===== src/rtl/crc_stream_engine.sv =====
// crc_stream_engine: framed, multi-bit-per-cycle CRC generator/checker.
// Consumes DATA_W bits per beat (MSB first) under a valid/ready/last handshake
// and, one cycle after the last beat, pulses crc_valid with the frame CRC and a
// flag that is set when the raw remainder is zero.
// Optional feature: define CRC_XOROUT_EN to apply XOR_OUT to crc_out
// (crc_match always uses the raw remainder).
module crc_stream_engine #(
  parameter int                 CRC_W   = 4,
  parameter logic [CRC_W-1:0]   POLY    = 4'h3,
  parameter logic [CRC_W-1:0]   INIT    = '0,
  parameter int                 DATA_W  = 1,
  parameter logic [CRC_W-1:0]   XOR_OUT = '0
) (
  input  logic              clk,
  input  logic              reset_n,
  input  logic [DATA_W-1:0] data_in,
  input  logic              data_valid,
  input  logic              data_last,
  output logic              data_ready,
  output logic [CRC_W-1:0]  crc_out,
  output logic              crc_valid,
  output logic              crc_match
);

  localparam logic [1:0] S_IDLE   = 2'd0;
  localparam logic [1:0] S_ACTIVE = 2'd1;
  localparam logic [1:0] S_DONE   = 2'd2;

`ifdef CRC_XOROUT_EN
  localparam bit XOR_EN = 1'b1;
`else
  localparam bit XOR_EN = 1'b0;
`endif
  // Mask folded into crc_out only; the match flag never sees it.
  localparam logic [CRC_W-1:0] OUT_MASK = XOR_EN ? XOR_OUT : '0;

  // Direct (non-augmented) CRC over one beat, bit DATA_W-1 first.
  function automatic logic [CRC_W-1:0] crc_step(input logic [CRC_W-1:0] c,
                                                input logic [DATA_W-1:0] d);
    logic [CRC_W-1:0] r;
    logic             fb;
    r = c;
    for (int i = DATA_W - 1; i >= 0; i--) begin
      fb = d[i] ^ r[CRC_W-1];
      r  = (r << 1) ^ (fb ? POLY : '0);
    end
    return r;
  endfunction

  logic [1:0]       state;
  logic [CRC_W-1:0] crc_p0;
  logic [CRC_W-1:0] crc_base;
  logic [CRC_W-1:0] crc_next;
  logic             accept;
  logic             accept_last;

  // Ready is withheld while in reset and during the single DONE cycle.
  assign data_ready  = reset_n && (state != S_DONE);
  assign accept      = data_valid && data_ready;
  assign accept_last = accept && data_last;

  // Next remainder; a frame's first beat always starts from INIT.
  always_comb begin
    crc_base = (state == S_IDLE) ? INIT : crc_p0;
    crc_next = crc_step(crc_base, data_in);
  end

  // Frame FSM and the one-cycle result strobe.
  always_ff @(posedge clk) begin
    if (!reset_n) begin
      state     <= S_IDLE;
      crc_valid <= 1'b0;
    end else begin
      crc_valid <= accept_last;
      case (state)
        S_IDLE, S_ACTIVE: begin
          if (accept) state <= data_last ? S_DONE : S_ACTIVE;
        end
        S_DONE:  state <= S_IDLE;
        default: state <= S_IDLE;
      endcase
    end
  end

  // ---- stage p0: running remainder, reloaded with INIT outside a frame ----
  always_ff @(posedge clk) begin
    if (!reset_n) begin
      crc_p0 <= INIT;
    end else if (accept_last) begin
      crc_p0 <= INIT;
    end else if (accept) begin
      crc_p0 <= crc_next;
    end else if (state != S_ACTIVE) begin
      crc_p0 <= INIT;
    end
  end

  // ---- result stage: captured with the last beat, held until the next frame ----
  always_ff @(posedge clk) begin
    if (!reset_n) begin
      crc_out   <= '0;
      crc_match <= 1'b0;
    end else if (accept_last) begin
      crc_out   <= crc_next ^ OUT_MASK;
      crc_match <= (crc_next == '0);
    end
  end

endmodule


===== config.mk =====
export PLATFORM = sky130hd
export DESIGN_NAME = crc_stream_engine
export DESIGN_NICKNAME = d
export VERILOG_FILES = /design/src/rtl/crc_stream_engine.sv
export SDC_FILE = /design/constraint.sdc
export NUM_CORES = 1
export LEC_CHECK = 0
export BUFFER_PORTS_ARGS = -buffer_cell sky130_fd_sc_hd__buf_4
export CORE_MARGIN = 10
export CORE_UTILIZATION = 45
export CTS_CLUSTER_SIZE = 25
export DETAILED_ROUTE_END_ITERATION = 8
export PLACE_DENSITY = 0.67
export SETUP_SLACK_MARGIN = 0.05
export SLEW_MARGIN = 20
export SYNTH_ARGS = -nofsm -noshare
export SYNTH_HDL_FRONTEND = slang
export SYNTH_SLANG_ARGS = --single-unit

===== constraint.sdc =====
create_clock -name clk -period 1.33 [get_ports clk]
set_input_delay 0.133 -clock clk [delete_from_list [all_inputs] [get_ports clk]]
set_output_delay 0.133 -clock clk [all_outputs]
set_load 0.02 [all_outputs]

==> results.sh <==
export IMPL_route_antenna_remaining_nets=0
export IMPL_finalClockSkew_ns=0.00197
export IMPL_final_design_area_no_fill_um2=769
export IMPL_drt_total_wl_um=1380
export IMPL_gr_usage_all_layers_pct=8.92
export IMPL_floorplan_initialDensity_pct=50.2
export IMPL_area_growth_synth_to_final_pct=30.9
export IMPL_endpoint_kind="primary output"
export IMPL_pwr_share_comb_pct=15.0
export IMPL_finalSetupViolations=0
export IMPL_slew_viol_final=0
export IMPL_cts_htree_levels=1
export IMPL_synth_fp_nets=69
export IMPL_buffer_ports_inserted=11
export IMPL_route_top_layer_used="met4"
export IMPL_worst_ep_required_time_ns=1.20
export IMPL_design_power_total_uw=780
export IMPL_grt_start_max_net_pins=14
export IMPL_n_antenna_cell=0
export IMPL_placement_cell_area_um2=689
export IMPL_maxSlewHeadroom_pct=81.5
export IMPL_report_final_hold_viol_count=0
export IMPL_routabilityCongestion=0.899
export IMPL_netlist_instances=63
export IMPL_routedWlPerCell_um=14.1
export IMPL_worstHoldPathType="in -> reg"
export IMPL_die_w_um=56.2
export IMPL_die_h_um=56.2
export IMPL_clk_path_buf_depth=2
export IMPL_dr_wl_met2_um=661
export IMPL_switching_share_pct=24.5
export IMPL_detailedPlace_worstSlack_ns=0.106
export IMPL_post_synthesis_cell_type_count=21
export IMPL_final_cycle_share_pct=93.0
export IMPL_dr_wl_met3_um=136
export IMPL_clkPwrFrac_pct=36.6
export IMPL_wl_met1_um=573
export IMPL_grt_pass1_vias=521
export IMPL_path_clk_slew_ns=0.07
export IMPL_grt_setup_unrepaired="true"
export IMPL_clkLatencyLatePin_ns=0.27
export IMPL_setup_slack_ns=0.0926
export IMPL_cellInternalPower_uw=589
export IMPL_setup_worst_path_start_class="flip-flop"
export IMPL_max_cap_violations=0
export IMPL_via_cell_ratio=5.54
export IMPL_finalCriticalPeriod_ns=1.24
export IMPL_cts_tree="built"
export IMPL_run_status="finished, final reports clean"
export IMPL_arrival_ns=1.10
export IMPL_wire_length_of_the_first_global_routing_pass_um=2300
export IMPL_cts_made_buffers=3
export IMPL_fp_coreArea_mm2=0.00117
export IMPL_grt_antenna_before_repair=0
export IMPL_rows=12
export IMPL_synth_seq_cells=12
export IMPL_post_cts_hold_buffer_count=0
export IMPL_ir_drop_mv=0.729
export IMPL_post_route_drc_count=0
export IMPL_ios=12
export IMPL_max_slew_worst_pin_slew_ns=0.274
export IMPL_dpl_cell_count=90
export IMPL_fin_nets=91
export IMPL_max_clock_freq_mhz=808
export IMPL_mean_post_synth_cell_area_um2=9.33
export IMPL_yosysWarningCount=0
export IMPL_route_vias_total=543
export IMPL_clock_sinks=12
export IMPL_clockRootBuffer="clkbuf_4"
export IMPL_synth_area_um2=588
export IMPL_share_seq_of_total_power_pct=48.4
export IMPL_detailedPlacementHpwl_um=997
export IMPL_instances_no_fill=98
export IMPL_synth_seq_area_share_pct=40.9
export IMPL_leakage_nw=0.326
export IMPL_final_layout_size_suffix_gt1_share_pct=42.9
export IMPL_drt_pass1_iter_count=4
export IMPL_netSwitchingPower_uw=191
export IMPL_crit_fanout=6
export IMPL_drt_first_iter_violations=17
export IMPL_criticalPathCategory="reg -> out"
export IMPL_pwr_density_cell_mw_per_mm2=1010
export IMPL_die_footprint_mm2=0.00315
export IMPL_gr_total_overflow=0
export IMPL_finalSetupTns_ns=0
## power by group through the flow
stage | clock network, mW | logic [mW] | registers [mW]
after detailed placement | 0 | 0.107 | 0.384
after global routing | 0.314 | 0.128 | 0.378
final | 0.286 | 0.117 | 0.377
after floorplan | 0 | 0.0581 | 0.393
after global placement | 0 | 0.106 | 0.384
after CTS | 0.297 | 0.111 | 0.376
## flip-flops by register name, indices dropped and copies added (netlist names)
signal / cells
crc_valid: 1
crc_match: 1
crc_out: 4
state: 2
crc_p0: 4
## final cells by class
type / instances / area (µm²)
multi-input combinational: 42 / 293
fill: 100 / 402
timing repair buffer: 20 / 158
inverter: 6 / 22.5
sequential: 12 / 243
tap: 14 / 17.5
clock buffer: 4 / 36.3
## worst max-delay path: stages (launching register included)
cell and delay [ns]:
dfxtp_2 0.34, buf_6 0.11, nor2b_4 0.17, nor2_1 0.06, buf_4 0.16
## metal layers
metal / vias up / GRT usage (%)
li1: 271 / -
met1: 249 / 9.42
met2: 21 / 13.7
met3: 2 / 6.38
met4: 0 / 2.73
met5: - / 0
## cells in the mapped netlist
| cell type | instances | area [µm²] |
|---|---|---|
| buf_6 | 2 | 22.5 |
| nor2b_4 | 1 | 13.8 |
| nor2_1 | 3 | 11.3 |
| nand2_2 | 1 | 6.26 |
| a21oi_1 | 3 | 15.0 |
| nand2_1 | 2 | 7.51 |
| mux2i_1 | 1 | 10.0 |
| o2111ai_1 | 2 | 17.5 |
| nand4_1 | 4 | 25.0 |
| dfxtp_1 | 12 | 240 |
| ha_1 | 1 | 12.5 |
| o22ai_1 | 2 | 12.5 |
| o211ai_1 | 6 | 45.0 |
| clkbuf_8 | 1 | 13.8 |
| xor2_1 | 1 | 8.76 |
| or2b_2 | 1 | 8.76 |
| o21ai_0 | 6 | 30.0 |
| nand3_1 | 2 | 10.0 |
| o21ai_2 | 5 | 43.8 |
| inv_1 | 6 | 22.5 |
| or3_4 | 1 | 11.3 |
## stage by stage
| step | hold WS [ns] | utilization, % |
|---|---|---|
| after floorplan | 0.299 | - |
| after global placement | 0.466 | 58.9 |
| after detailed placement | 0.465 | 58.9 |
| after CTS | 0.170 | 63.2 |
| after global routing | 0.170 | 65.7 |
| final | 0.179 | 65.7 |
## layout by cell type, fill, tap and decap left out
cell       count
clkbuf_8       1
o21ai_0        4
buf_4         18
nand3_1        2
xor2_1         1
nor2b_4        1
inv_1          6
or2b_2         1
nand2_1        2
o211ai_1       6
o22ai_1        2
o2111ai_1      2
nor2_1         3
clkbuf_4       3
o21ai_2        6
ha_1           1
or3_4          1
o21ai_1        1
dfxtp_1       10
mux2i_1        1
dfxtp_2        2
a21oi_1        3
nand2_2        1
nand4_1        4
buf_6          2
## worst paths after layout
path | start | end | slack [ns] | cells past startpoint
setup / recovery | state[1] | data_ready | 0.09 | 4
setup reg to reg | state[1] | crc_p0[1] | 0.12 | 5
hold / removal | data_valid | crc_p0[2] | 0.18 | 3
hold reg to reg | crc_p0[3] | crc_p0[3] | 0.51 | 2
## what timing repair did
| action | 4_1_cts | 5_1_grt |
|---|---|---|
| endpoints found under the hold margin | 0 | 0 |
| resized for setup | 0 | 6 |
| setup buffers | 2 | 2 |
| pin swaps | 0 | 2 |
| setup endpoints to repair | 1 | 3 |
## kinds of logic after synthesis
kind of cell / count (synthesis) / synth area share (%)
AOI/OAI and AO/OA: 24 / 27.9
xor gates and xnor gates: 1 / 1.49
adders and majority gates: 1 / 2.13
buffers and inverters: 9 / 10.0
DFF: 12 / 40.9
muxes: 1 / 1.70
and+or+nand+nor: 15 / 16.0
No activity file was read; power rests on OpenSTA's default activity.
